## src/rtl/fc_argmax_classifier_if.sv

```systemverilog
`default_nettype none
// ============================================================================
// Module   : fc_argmax_classifier_if
// Purpose  : Enable/finished handshake plus score and result buses for the
//            argmax classifier that follows the last fully-connected stage.
// Revision : 1.0  initial release
// ============================================================================
interface fc_argmax_classifier_if #(
  parameter int numClasses = 3
) ();
  localparam int IDX_W = (numClasses > 1) ? $clog2(numClasses) : 1;

  logic                    enable;
  logic signed [15:0]      inputNodes [0:numClasses-1];
  logic signed [15:0]      reluNodes  [0:numClasses-1];
  logic        [IDX_W-1:0] classIdx;
  logic signed [15:0]      maxScore;
  logic        [15:0]      margin;
  logic                    finished;

  // Upstream side drives the scores and the start strobe.
  modport master (
    output enable, inputNodes,
    input  reluNodes, classIdx, maxScore, margin, finished
  );

  // Classifier side.
  modport slave (
    input  enable, inputNodes,
    output reluNodes, classIdx, maxScore, margin, finished
  );
endinterface
`default_nettype wire

```

## src/rtl/fc_argmax_classifier.sv

```systemverilog
`default_nettype none
// ============================================================================
// Module   : fc_argmax_classifier
// Purpose  : Scans numClasses signed Q-format scores one per clock, reports the
//            winning index, its score and the saturated margin over the
//            runner-up, and writes a ReLU-clamped (or plain) copy of the scores.
// Revision : 1.0  initial release
// ============================================================================
module fc_argmax_classifier #(
  parameter int numClasses = 3,
  parameter int applyRelu  = 1
) (
  input  wire logic           clk,
  input  wire logic           reset,
  fc_argmax_classifier_if.slave bus
);
  localparam int IDX_W = (numClasses > 1) ? $clog2(numClasses) : 1;
  localparam logic [IDX_W-1:0] LAST_IDX = IDX_W'(numClasses - 1);

  typedef enum logic [1:0] {
    IDLE = 2'd0,
    SCAN = 2'd1,
    DONE = 2'd2
  } state_t;

  state_t                  state_q, state_d;
  logic        [IDX_W-1:0] idx_q, idx_d;
  logic signed [15:0]      cur_max_q, cur_max_d;
  logic signed [15:0]      cur_second_q, cur_second_d;
  logic        [IDX_W-1:0] cur_idx_q, cur_idx_d;
  logic signed [15:0]      relu_q [0:numClasses-1];
  logic signed [15:0]      relu_d [0:numClasses-1];
  logic        [IDX_W-1:0] class_idx_q, class_idx_d;
  logic signed [15:0]      max_score_q, max_score_d;
  logic        [15:0]      margin_q, margin_d;
  logic                    finished_q, finished_d;

  function automatic logic signed [15:0] relu_f(input logic signed [15:0] x);
    if ((applyRelu != 0) && x[15]) return 16'sd0;
    return x;
  endfunction

  // Difference is never negative, so a 17-bit unsigned view is enough to detect overflow.
  function automatic logic [15:0] sat_margin(input logic signed [15:0] a,
                                             input logic signed [15:0] b);
    logic [16:0] diff;
    diff = {a[15], a} - {b[15], b};
    if (diff > 17'd32767) return 16'h7FFF;
    return diff[15:0];
  endfunction

  // Next-state and datapath: one compare per enabled edge, results latched on the last one.
  always_comb begin
    logic signed [15:0]      x;
    logic signed [15:0]      m;
    logic signed [15:0]      s;
    logic        [IDX_W-1:0] ci;

    state_d      = state_q;
    idx_d        = idx_q;
    cur_max_d    = cur_max_q;
    cur_second_d = cur_second_q;
    cur_idx_d    = cur_idx_q;
    relu_d       = relu_q;
    class_idx_d  = class_idx_q;
    max_score_d  = max_score_q;
    margin_d     = margin_q;
    finished_d   = finished_q;
    x            = 16'sd0;
    m            = cur_max_q;
    s            = cur_second_q;
    ci           = cur_idx_q;

    // Index select written as a compare loop so that odd class counts need no range checks.
    for (int i = 0; i < numClasses; i++) begin
      if (idx_q == IDX_W'(i)) x = bus.inputNodes[i];
    end

    case (state_q)
      IDLE: begin
        if (bus.enable) begin
          cur_max_d    = bus.inputNodes[0];
          cur_second_d = 16'sh8000;
          cur_idx_d    = '0;
          relu_d[0]    = relu_f(bus.inputNodes[0]);
          idx_d        = IDX_W'(1);
          if (numClasses == 1) begin
            state_d     = DONE;
            class_idx_d = '0;
            max_score_d = bus.inputNodes[0];
            margin_d    = 16'h0000;
            finished_d  = 1'b1;
          end else begin
            state_d = SCAN;
          end
        end
      end

      SCAN: begin
        if (bus.enable) begin
          // Strict compare keeps the lowest index on ties; the tied value still becomes runner-up.
          if (x > cur_max_q) begin
            s  = cur_max_q;
            m  = x;
            ci = idx_q;
          end else if (x > cur_second_q) begin
            s = x;
          end
          cur_max_d    = m;
          cur_second_d = s;
          cur_idx_d    = ci;
          for (int i = 0; i < numClasses; i++) begin
            if (idx_q == IDX_W'(i)) relu_d[i] = relu_f(x);
          end
          if (idx_q == LAST_IDX) begin
            state_d     = DONE;
            class_idx_d = ci;
            max_score_d = m;
            margin_d    = sat_margin(m, s);
            finished_d  = 1'b1;
          end else begin
            idx_d = idx_q + IDX_W'(1);
          end
        end
      end

      DONE: begin
        if (!bus.enable) begin
          state_d    = IDLE;
          finished_d = 1'b0;
        end
      end

      default: begin
        state_d    = IDLE;
        finished_d = 1'b0;
      end
    endcase
  end

  // State and output registers; reset discards any scan in progress.
  always_ff @(posedge clk or posedge reset) begin
    if (reset) begin
      state_q      <= IDLE;
      idx_q        <= '0;
      cur_max_q    <= '0;
      cur_second_q <= '0;
      cur_idx_q    <= '0;
      for (int i = 0; i < numClasses; i++) relu_q[i] <= '0;
      class_idx_q  <= '0;
      max_score_q  <= '0;
      margin_q     <= '0;
      finished_q   <= 1'b0;
    end else begin
      state_q      <= state_d;
      idx_q        <= idx_d;
      cur_max_q    <= cur_max_d;
      cur_second_q <= cur_second_d;
      cur_idx_q    <= cur_idx_d;
      relu_q       <= relu_d;
      class_idx_q  <= class_idx_d;
      max_score_q  <= max_score_d;
      margin_q     <= margin_d;
      finished_q   <= finished_d;
    end
  end

  generate
    for (genvar g = 0; g < numClasses; g++) begin : g_relu_out
      assign bus.reluNodes[g] = relu_q[g];
    end
  endgenerate

  assign bus.classIdx = class_idx_q;
  assign bus.maxScore = max_score_q;
  assign bus.margin   = margin_q;
  assign bus.finished = finished_q;

endmodule
`default_nettype wire

```

## src/flat_wrapper.sv

```systemverilog
// flat-port wrapper written by rule: the top's interface ports become plain ports
module fc_argmax_classifier_flat 
#(
  parameter int numClasses = 3,
  parameter int applyRelu  = 1
)
  (clk, reset, bus_enable, bus_inputNodes, bus_reluNodes, bus_classIdx, bus_maxScore, bus_margin, bus_finished);
  fc_argmax_classifier_if #(.numClasses(numClasses)) bus_i ();
  input  wire logic clk;
  input  wire logic reset;
  input wire logic [$bits(bus_i.enable)-1:0] bus_enable;
  input wire logic [$bits(bus_i.inputNodes)-1:0] bus_inputNodes;
  output wire logic [$bits(bus_i.reluNodes)-1:0] bus_reluNodes;
  output wire logic [$bits(bus_i.classIdx)-1:0] bus_classIdx;
  output wire logic [$bits(bus_i.maxScore)-1:0] bus_maxScore;
  output wire logic [$bits(bus_i.margin)-1:0] bus_margin;
  output wire logic [$bits(bus_i.finished)-1:0] bus_finished;
  assign bus_i.enable = bus_enable;
  assign bus_i.inputNodes = {>>{bus_inputNodes}};
  assign bus_reluNodes = {>>{bus_i.reluNodes}};
  assign bus_classIdx = bus_i.classIdx;
  assign bus_maxScore = bus_i.maxScore;
  assign bus_margin = bus_i.margin;
  assign bus_finished = bus_i.finished;
  fc_argmax_classifier #(.numClasses(numClasses), .applyRelu(applyRelu)) u_core (.clk(clk), .reset(reset), .bus(bus_i));
endmodule
```

## config.mk

```make
export PLATFORM = sky130hd
export DESIGN_NAME = fc_argmax_classifier_flat
export DESIGN_NICKNAME = d
export VERILOG_FILES = /design/src/rtl/fc_argmax_classifier_if.sv /design/src/rtl/fc_argmax_classifier.sv /design/src/flat_wrapper.sv
export SDC_FILE = /design/constraint.sdc
export NUM_CORES = 1
export LEC_CHECK = 0
export ABC_CLOCK_PERIOD_IN_PS = 7700
export BUFFER_PORTS_ARGS = -buffer_cell sky130_fd_sc_hd__buf_2
export CORE_MARGIN = 2
export CORE_UTILIZATION = 55
export CTS_BUF_LIST = sky130_fd_sc_hd__clkbuf_4 sky130_fd_sc_hd__clkbuf_8
export CTS_CLUSTER_DIAMETER = 150
export DETAILED_ROUTE_END_ITERATION = 12
export PLACE_DENSITY_LB_ADDON = 0.08
export SLEW_MARGIN = 20
export SYNTH_ARGS = -nofsm -noshare
export SYNTH_HDL_FRONTEND = slang
export SYNTH_SLANG_ARGS = --single-unit
```

## constraint.sdc

```tcl
create_clock -name clk -period 7.7 [get_ports clk]
set_input_delay 1.54 -clock clk [delete_from_list [all_inputs] [get_ports clk]]
set_output_delay 1.54 -clock clk [all_outputs]
set_load 0.02 [all_outputs]
```

==> reports/metrics.yaml, run 1 <==
yosys:
  synth_cells: 817
  synth_compound_area_share_pct: 22.99
  netlist-cell-type-count: 65
  async_reset_ff_share_pct: 100.0
  syn_area_um2: 7445
  synth_top_family_by_area: "compound AO/OA/AOI/OAI gates"
  yosys.area_share.xor_xnor_pct: 1.294
  synth_edf_count: 0
  synth_adder_area_share_pct: 8.840
  synth-simple-area-share_pct: 14.10
  yosysWarnings: 0
  ys_seq_area_share_pct: 39.66
  synthFlopType: "dfrtp_1"
  yosys_register_bits: 118
  avgSynthCellArea_um2: 9.112
  synthMuxAreaShare_pct: 6.924
grt:
  grt_max_degree: 61
  overflow: 0
  grt_antenna_before_repair: 0
  use_met3_pct: 6.132
  grt_busiest_layer: "met2"
  globalRouteTotalUtil_pct: 32.02
  grt_pass1_wl_um: 35700
  grt_pass1_vias: 6587
  met2_usage_pct: 50.04
  grt_use_met1_pct: 44.58
clock_tree:
  cts_max_level: 4
  cts_resized: 0
  cts_tree: "built"
  ctsLongestPathBuffers: 2
  cts.clk_slew.worst_paths_ns: 0.07
  clock_sinks: 118
  clock-root-buffer: "clkbuf_8"
  holdBufCountCts: 0
  cts_made_buffers: 17
  clk-insertion-delay-late_ns: 0.45
  post_cts_buffers: 0
critical_path:
  crit_chain: "buf_2, nand2_1, nor2_1, a21oi_1, o21a_1, inv_1, ha_1, nand4_1, or4_4, a21oi_2, or3b_4, o211a_4, mux2i_1, ha_1, inv_1, fa_1, a211oi_1, o211ai_1, a31oi_1, o21ai_0, o221ai_1, a211o_1, o32a_1"
  critPathMaxStageDelay_ns: 0.60
  critical_path.slowest_cell: "or4_4"
  start_kind: "primary input"
  critPathMaxFanout: 32
  crit_arrival_ns: 7.30
  critPathRequiredTime_ns: 8.09
  path_class: "primary input to flip-flop"
  endpoint_kind: "flip-flop"
die:
  die_area_um2: 14480
  io_pins: 134
  rows: 42
  start_util_pct: 56.22
  dieHeight_um: 120.3
  core_um2: 13240
  die_w_um: 120.3
sta:
  period_minus_slack_ns: 6.910
  skew_ns: 0.007741
  setup_viol: 0
  grt_setup_unrepaired: "false"
  hold_viol_final: 0
  holdWs_ns: 0.4822
  fin_crit_sh_pct: 89.75
  setup_tns_ns: 0
  max_freq_ghz: 0.1447
  tightestPinTransition_ns: 1.103
  maxSlewHeadroom_pct: 26.21
  drv_slew: 0
finish:
  final_util_pct: 64.45
  nets: 1033
  final_layout_size_suffix_gt1_share_pct: 23.57
  n_fill_cell: 1180
  seq_area_um2: 2953
  multi_input_area_um2: 4045
  n_antenna_cell: 0
  synthToLayoutAreaGrowth_pct: 14.64
drt:
  drtAntennaViolNets: 0
  dr.pass1.iters: 5
  vias: 6791
  drc: 0
  routed_wl_um: 22330
  post_drt_wl_per_cell_um: 19.97
  drt_iter0_drc: 684
  via_per_inst: 6.074
placed_design:
  port_buffers: 130
  dp_hpwl_um: 16400
  place_congestion: 0.9632
flow_run:
  max_cap_violations: 0
min_path:
  min_path_type: "flip-flop to flip-flop"
status:
  status: "complete, no violations"
## placed cells by master, fill, tap and decap left out, types with 7 or more instances in the layout
cell | Yosys | final
o21ai_0 | 60 | 59
nor3b_1 | 8 | 8
buf_2 | 5 | 130
o22a_1 | 13 | 13
mux2_2 | 28 | 28
o21ai_1 | 8 | 9
nor2_1 | 46 | 46
mux2i_1 | 20 | 20
ha_1 | 51 | 51
clkbuf_8 | 0 | 18
inv_1 | 53 | 52
a31oi_1 | 7 | 7
buf_4 | 5 | 13
nand3_1 | 7 | 7
a22oi_1 | 16 | 16
o21a_1 | 10 | 10
a21oi_1 | 51 | 51
nand4_1 | 8 | 8
a32oi_1 | 15 | 15
dfrtp_1 | 118 | 118
nand2_1 | 119 | 119
a221o_1 | 18 | 18
nor3_1 | 11 | 11
o22ai_1 | 8 | 8
## registers in the layout, indices dropped and copies added, names as in the netlist, 16 cells and up
| name | cells |
|---|---|
| u_core.bus.maxScore | 16 |
| u_core.bus.reluNodes | 45 |
| u_core.cur_second_q | 16 |
| u_core.cur_max_q | 16 |
| u_core.bus.margin | 16 |
## worst max-delay path, delay by kind of cell
kind            cells  cell delay (ns)
fa+ha+maj           3             0.98
simple gates        5             1.04
buf+inv             3             0.41
compound gates     11             3.05
mux                 1             0.28
## per-stage QoR
stage | worst slack (ns) | area [µm²] | cells
5_1_grt | 0.2331 | 8534 | 1118
2_1_floorplan | 1.681 | 7452 | 819
4_1_cts | 0.7898 | 8534 | 1118
3_5_place_dp | 0.3592 | 8188 | 1087
3_3_place_gp | 0.5534 | 8188 | 1087
6_report | 0.7895 | 8534 | 1118
## cells by family after synthesis
| logic type | after synthesis |
|---|---|
| AOI/OAI and AO/OA | 249 |
| buffers and inverters | 105 |
| and+or+nand+nor | 233 |
| adders and majority gates | 52 |
| other | 1 |
| DFF | 118 |
| muxes | 48 |
| xor gates and xnor gates | 11 |
## layout make-up
class                   instances  area share [%]
repair buffers                144           9.002
clock inverters                13           1.158
clock buffers                  18           2.903
inverters                      53           2.360
multi-input cells             596           47.40
flip-flops and latches        118           34.60
well taps                     176           2.580
## synthesized netlist by cell type (8+ instances only)
library cell | instances | area (µm²)
nand2_1 | 119 | 446.7
dfrtp_1 | 118 | 2953
o21ai_0 | 60 | 300.3
inv_1 | 53 | 198.9
a21oi_1 | 51 | 255.2
ha_1 | 51 | 638.1
nor2_1 | 46 | 172.7
clkbuf_1 | 35 | 131.4
mux2_2 | 28 | 315.3
mux2i_1 | 20 | 200.2
a221o_1 | 18 | 180.2
a22oi_1 | 16 | 120.1
a32oi_1 | 15 | 131.4
o22a_1 | 13 | 113.9
nor3_1 | 11 | 55.05
o21a_1 | 10 | 75.07
nand4_1 | 8 | 50.05
nor3b_1 | 8 | 60.06
o21ai_1 | 8 | 40.04
o22ai_1 | 8 | 50.05
## per-layer routing
layer	part of all wire [%]	routed length (µm)
met5	0	0
met4	2.7	601
met3	8.3	1844
met2	45	9990
met1	44	9890
## path summary, 6_finish.rpt
check | slack [ns] | depth (start not counted) | start | to
min | 0.48 | 2 | u_core.bus.reluNodes[2]$_DFFE_PP0P_ | u_core.bus.reluNodes[2]$_DFFE_PP0P_
max in group asynchronous | 5.24 | 3 | reset | u_core.bus.margin[14]$_DFFE_PP0P_
max reg2reg | 0.82 | 24 | u_core.idx_q[1]$_DFFE_PP0P_ | u_core.bus.margin[11]$_DFFE_PP0P_
max | 0.79 | 23 | bus_inputNodes[46] | u_core.bus.margin[11]$_DFFE_PP0P_
min in group asynchronous | 1.22 | 2 | reset | u_core.bus.reluNodes[37]$_DFFE_PP0P_
min reg2reg | 0.48 | 2 | u_core.bus.reluNodes[2]$_DFFE_PP0P_ | u_core.bus.reluNodes[2]$_DFFE_PP0P_
Power of run 1 is left out: the tool's default activity adds up to more than one toggle a clock period on the data nets, which glitch-free logic cannot reach.
==> inputs of run 2 (changes only) <==
- ABC_AREA: unset -> 1
==> run 2 against run 1 <==
Area after synthesis grew 3.3%. Highest routed layer is now met5. Worst setup slack gained 0.87 ns. Critical path depth grew 4. Utilization shrank 0.91 points. Sequential share of layout area shrank 0.86 points. Global-route usage shrank 1.2 points. Synthesized cell count grew 26%. Sequential cell count is the same. Cell count grew 19%. Die area grew 3.2%. Cell area grew 2.5%. Clock skew grew 0.0024 ns.
==> reports/metrics.yaml, run 2 <==
clock_tree:
  cts_made_buffers: 17
  post_cts_buffers: 0
  clock-root-buffer: "clkbuf_8"
  cts_resized: 0
  cts.clk_slew.worst_paths_ns: 0.08
  cts_max_level: 4
  holdBufCountCts: 0
  clk-insertion-delay-late_ns: 0.45
  cts_tree: "built"
  clock_sinks: 118
  ctsLongestPathBuffers: 2
die:
  die_area_um2: 14950
  die_w_um: 122.3
  rows: 43
  dieHeight_um: 122.3
  start_util_pct: 55.84
  io_pins: 134
  core_um2: 13770
sta:
  grt_setup_unrepaired: "false"
  fin_crit_sh_pct: 78.43
  setup_tns_ns: 0
  setup_viol: 0
  skew_ns: 0.01017
  hold_viol_final: 0
  maxSlewHeadroom_pct: 35.64
  max_freq_ghz: 0.1656
  fin_ws_ns: 1.661
  drv_slew: 0
  period_minus_slack_ns: 6.039
  tightestPinTransition_ns: 0.9644
placed_design:
  port_buffers: 130
  place_congestion: 0.9489
  placed_cell_area_um2: 8356
  dp_hpwl_um: 16540
  dp_slack_ns: 1.291
critical_path:
  critPathTopFamily: "simple AND/OR/NAND/NOR gates"
  critPathRequiredTime_ns: 8.04
  critical_path.slowest_cell: "nand3_4"
  start_kind: "primary input"
  crit_arrival_ns: 6.38
  path_class: "primary input to flip-flop"
  endpoint_kind: "flip-flop"
  path_buf_inv: 5
  critPathMaxStageDelay_ns: 0.53
  critPathMaxFanout: 39
  path_common_cell: "nand2_1"
yosys:
  async_reset_ff_share_pct: 100.0
  synth_adder_area_share_pct: 8.557
  yosys_register_bits: 118
  synth_compound_area_share_pct: 15.93
  yosys-top-cells-count: "nand2_1 (239), dfrtp_1 (118), inv_1 (117)"
  syn_area_um2: 7691
  synthTopCellsByArea: "dfrtp_1 (38%), nand2_1 (12%), ha_1 (8.3%)"
  netlist-cell-type-count: 46
  synth-simple-area-share_pct: 26.66
  synth_edf_count: 0
  synth_top_family_by_area: "simple AND/OR/NAND/NOR gates"
  synth_top_area_cell: "dfrtp_1"
  yosys.area_share.xor_xnor_pct: 0.6833
  yosysWarnings: 0
  yosysMostFrequentCell: "nand2_1"
  synth_cells: 1029
  ys_seq_area_share_pct: 38.39
  avgSynthCellArea_um2: 7.474
  netlist.area_leader.share_pct: 38.39
  synthMuxAreaShare_pct: 0.2928
  synthFlopType: "dfrtp_1"
status:
  status: "complete, no violations"
finish:
  layout_commonest_cell: "nand2_1"
  final_layout_size_suffix_gt1_share_pct: 18.86
  n_antenna_cell: 0
  largest_register_ffs: 45
  nets: 1235
  n_fill_cell: 1334
  stdcell_area_um2: 8751
  mostFrequentLayoutCells: "nand2_1 (239), buf_2 (130), dfrtp_1 (118)"
  synthToLayoutAreaGrowth_pct: 13.78
drt:
  post_drt_wl_per_cell_um: 16.65
  vias: 7414
  drc: 0
  via_per_inst: 5.595
  routed_wl_um: 22060
  drtAntennaViolNets: 0
  drt_iter0_drc: 713
  dr.pass1.iters: 6
grt:
  grt_pass1_vias: 6729
  grt_antenna_before_repair: 1
  grt_max_degree: 76
  overflow: 0
  grt_pass1_wl_um: 35260
  globalRouteTotalUtil_pct: 30.80
min_path:
  min_path_type: "flip-flop to flip-flop"
flow_run:
  max_cap_violations: 0
## run 2: changes by cell type in the layout (fill, tap and decap cells not counted), moves of 24 or more
cell,change
mux2_2,-26
nand2_1,+120
nand3_1,+76
nand4_1,+24
nor2_1,+29
inv_1,+64
## run 2: layer usage
| metal | up-vias | wire [µm] | track usage [%] |
|---|---|---|---|
| met5 | - | 13 | 0 |
| met4 | 2 | 609 | 12.21 |
| met3 | 52 | 1807 | 4.972 |
| met2 | 289 | 9675 | 45.87 |
| met1 | 3453 | 9950 | 44.93 |
| li1 | 3618 | - | - |
## run 2: worst paths after layout
path	from	end	slack [ns]	cells after the start
setup / recovery	bus_inputNodes[47]	u_core.bus.margin[0]$_DFFE_PP0P_	1.66	27
hold / removal	u_core.bus.reluNodes[18]$_DFFE_PP0P_	u_core.bus.reluNodes[18]$_DFFE_PP0P_	0.49	2
setup reg to reg	u_core.idx_q[1]$_DFFE_PP0P_	u_core.bus.margin[0]$_DFFE_PP0P_	1.66	31
hold reg to reg	u_core.bus.reluNodes[18]$_DFFE_PP0P_	u_core.bus.reluNodes[18]$_DFFE_PP0P_	0.49	2
max in group asynchronous	reset	u_core.cur_max_q[3]$_DFFE_PP0P_	5.20	3
min in group asynchronous	reset	u_core.bus.maxScore[2]$_DFFE_PP0P_	1.16	2
## run 2: stage by stage
stage	util, %	hold slack [ns]	cells
final	63.54	0.4850	1325
after CTS	63.49	0.4874	1325
after global placement	60.67	0.4585	1293
after detailed placement	60.67	0.4682	1293
after floorplan	-	0.4614	1031
after global routing	63.54	0.5018	1325
## run 2: layout make-up
class | instances | area (µm²) | area share (%)
Tap cell | 180 | 225.2 | 2.574
Timing Repair Buffer | 134 | 680.7 | 7.778
Inverter | 125 | 473.0 | 5.405
Multi-Input combinational cell | 736 | 4030 | 46.05
Clock inverter | 14 | 141.4 | 1.616
Sequential cell | 118 | 2953 | 33.74
Clock buffer | 18 | 247.7 | 2.831
## run 2: worst register-to-register path: cells and delay by family, from the launching register on
kind	cells	cell delay, ns
and+or+nand+nor	17	2.66
adders and majority gates	4	1.56
AOI/OAI and AO/OA	4	0.71
buffers and inverters	6	0.61
DFF	1	0.40
## run 2: cells by family (layout without fill, tap and decap cells)
| group | count (synthesis) | in the layout |
|---|---|---|
| flip-flops | 118 | 118 |
| multiplexers | 2 | 2 |
| AO/OA/AOI/OAI | 208 | 208 |
| AND/OR/NAND/NOR | 465 | 465 |
| buffers and inverters | 177 | 291 |
| adder cells (fa/ha/maj) | 52 | 52 |
| XOR/XNOR | 6 | 6 |
| other | 1 | 3 |
Power of run 2 is left out for the same reason.
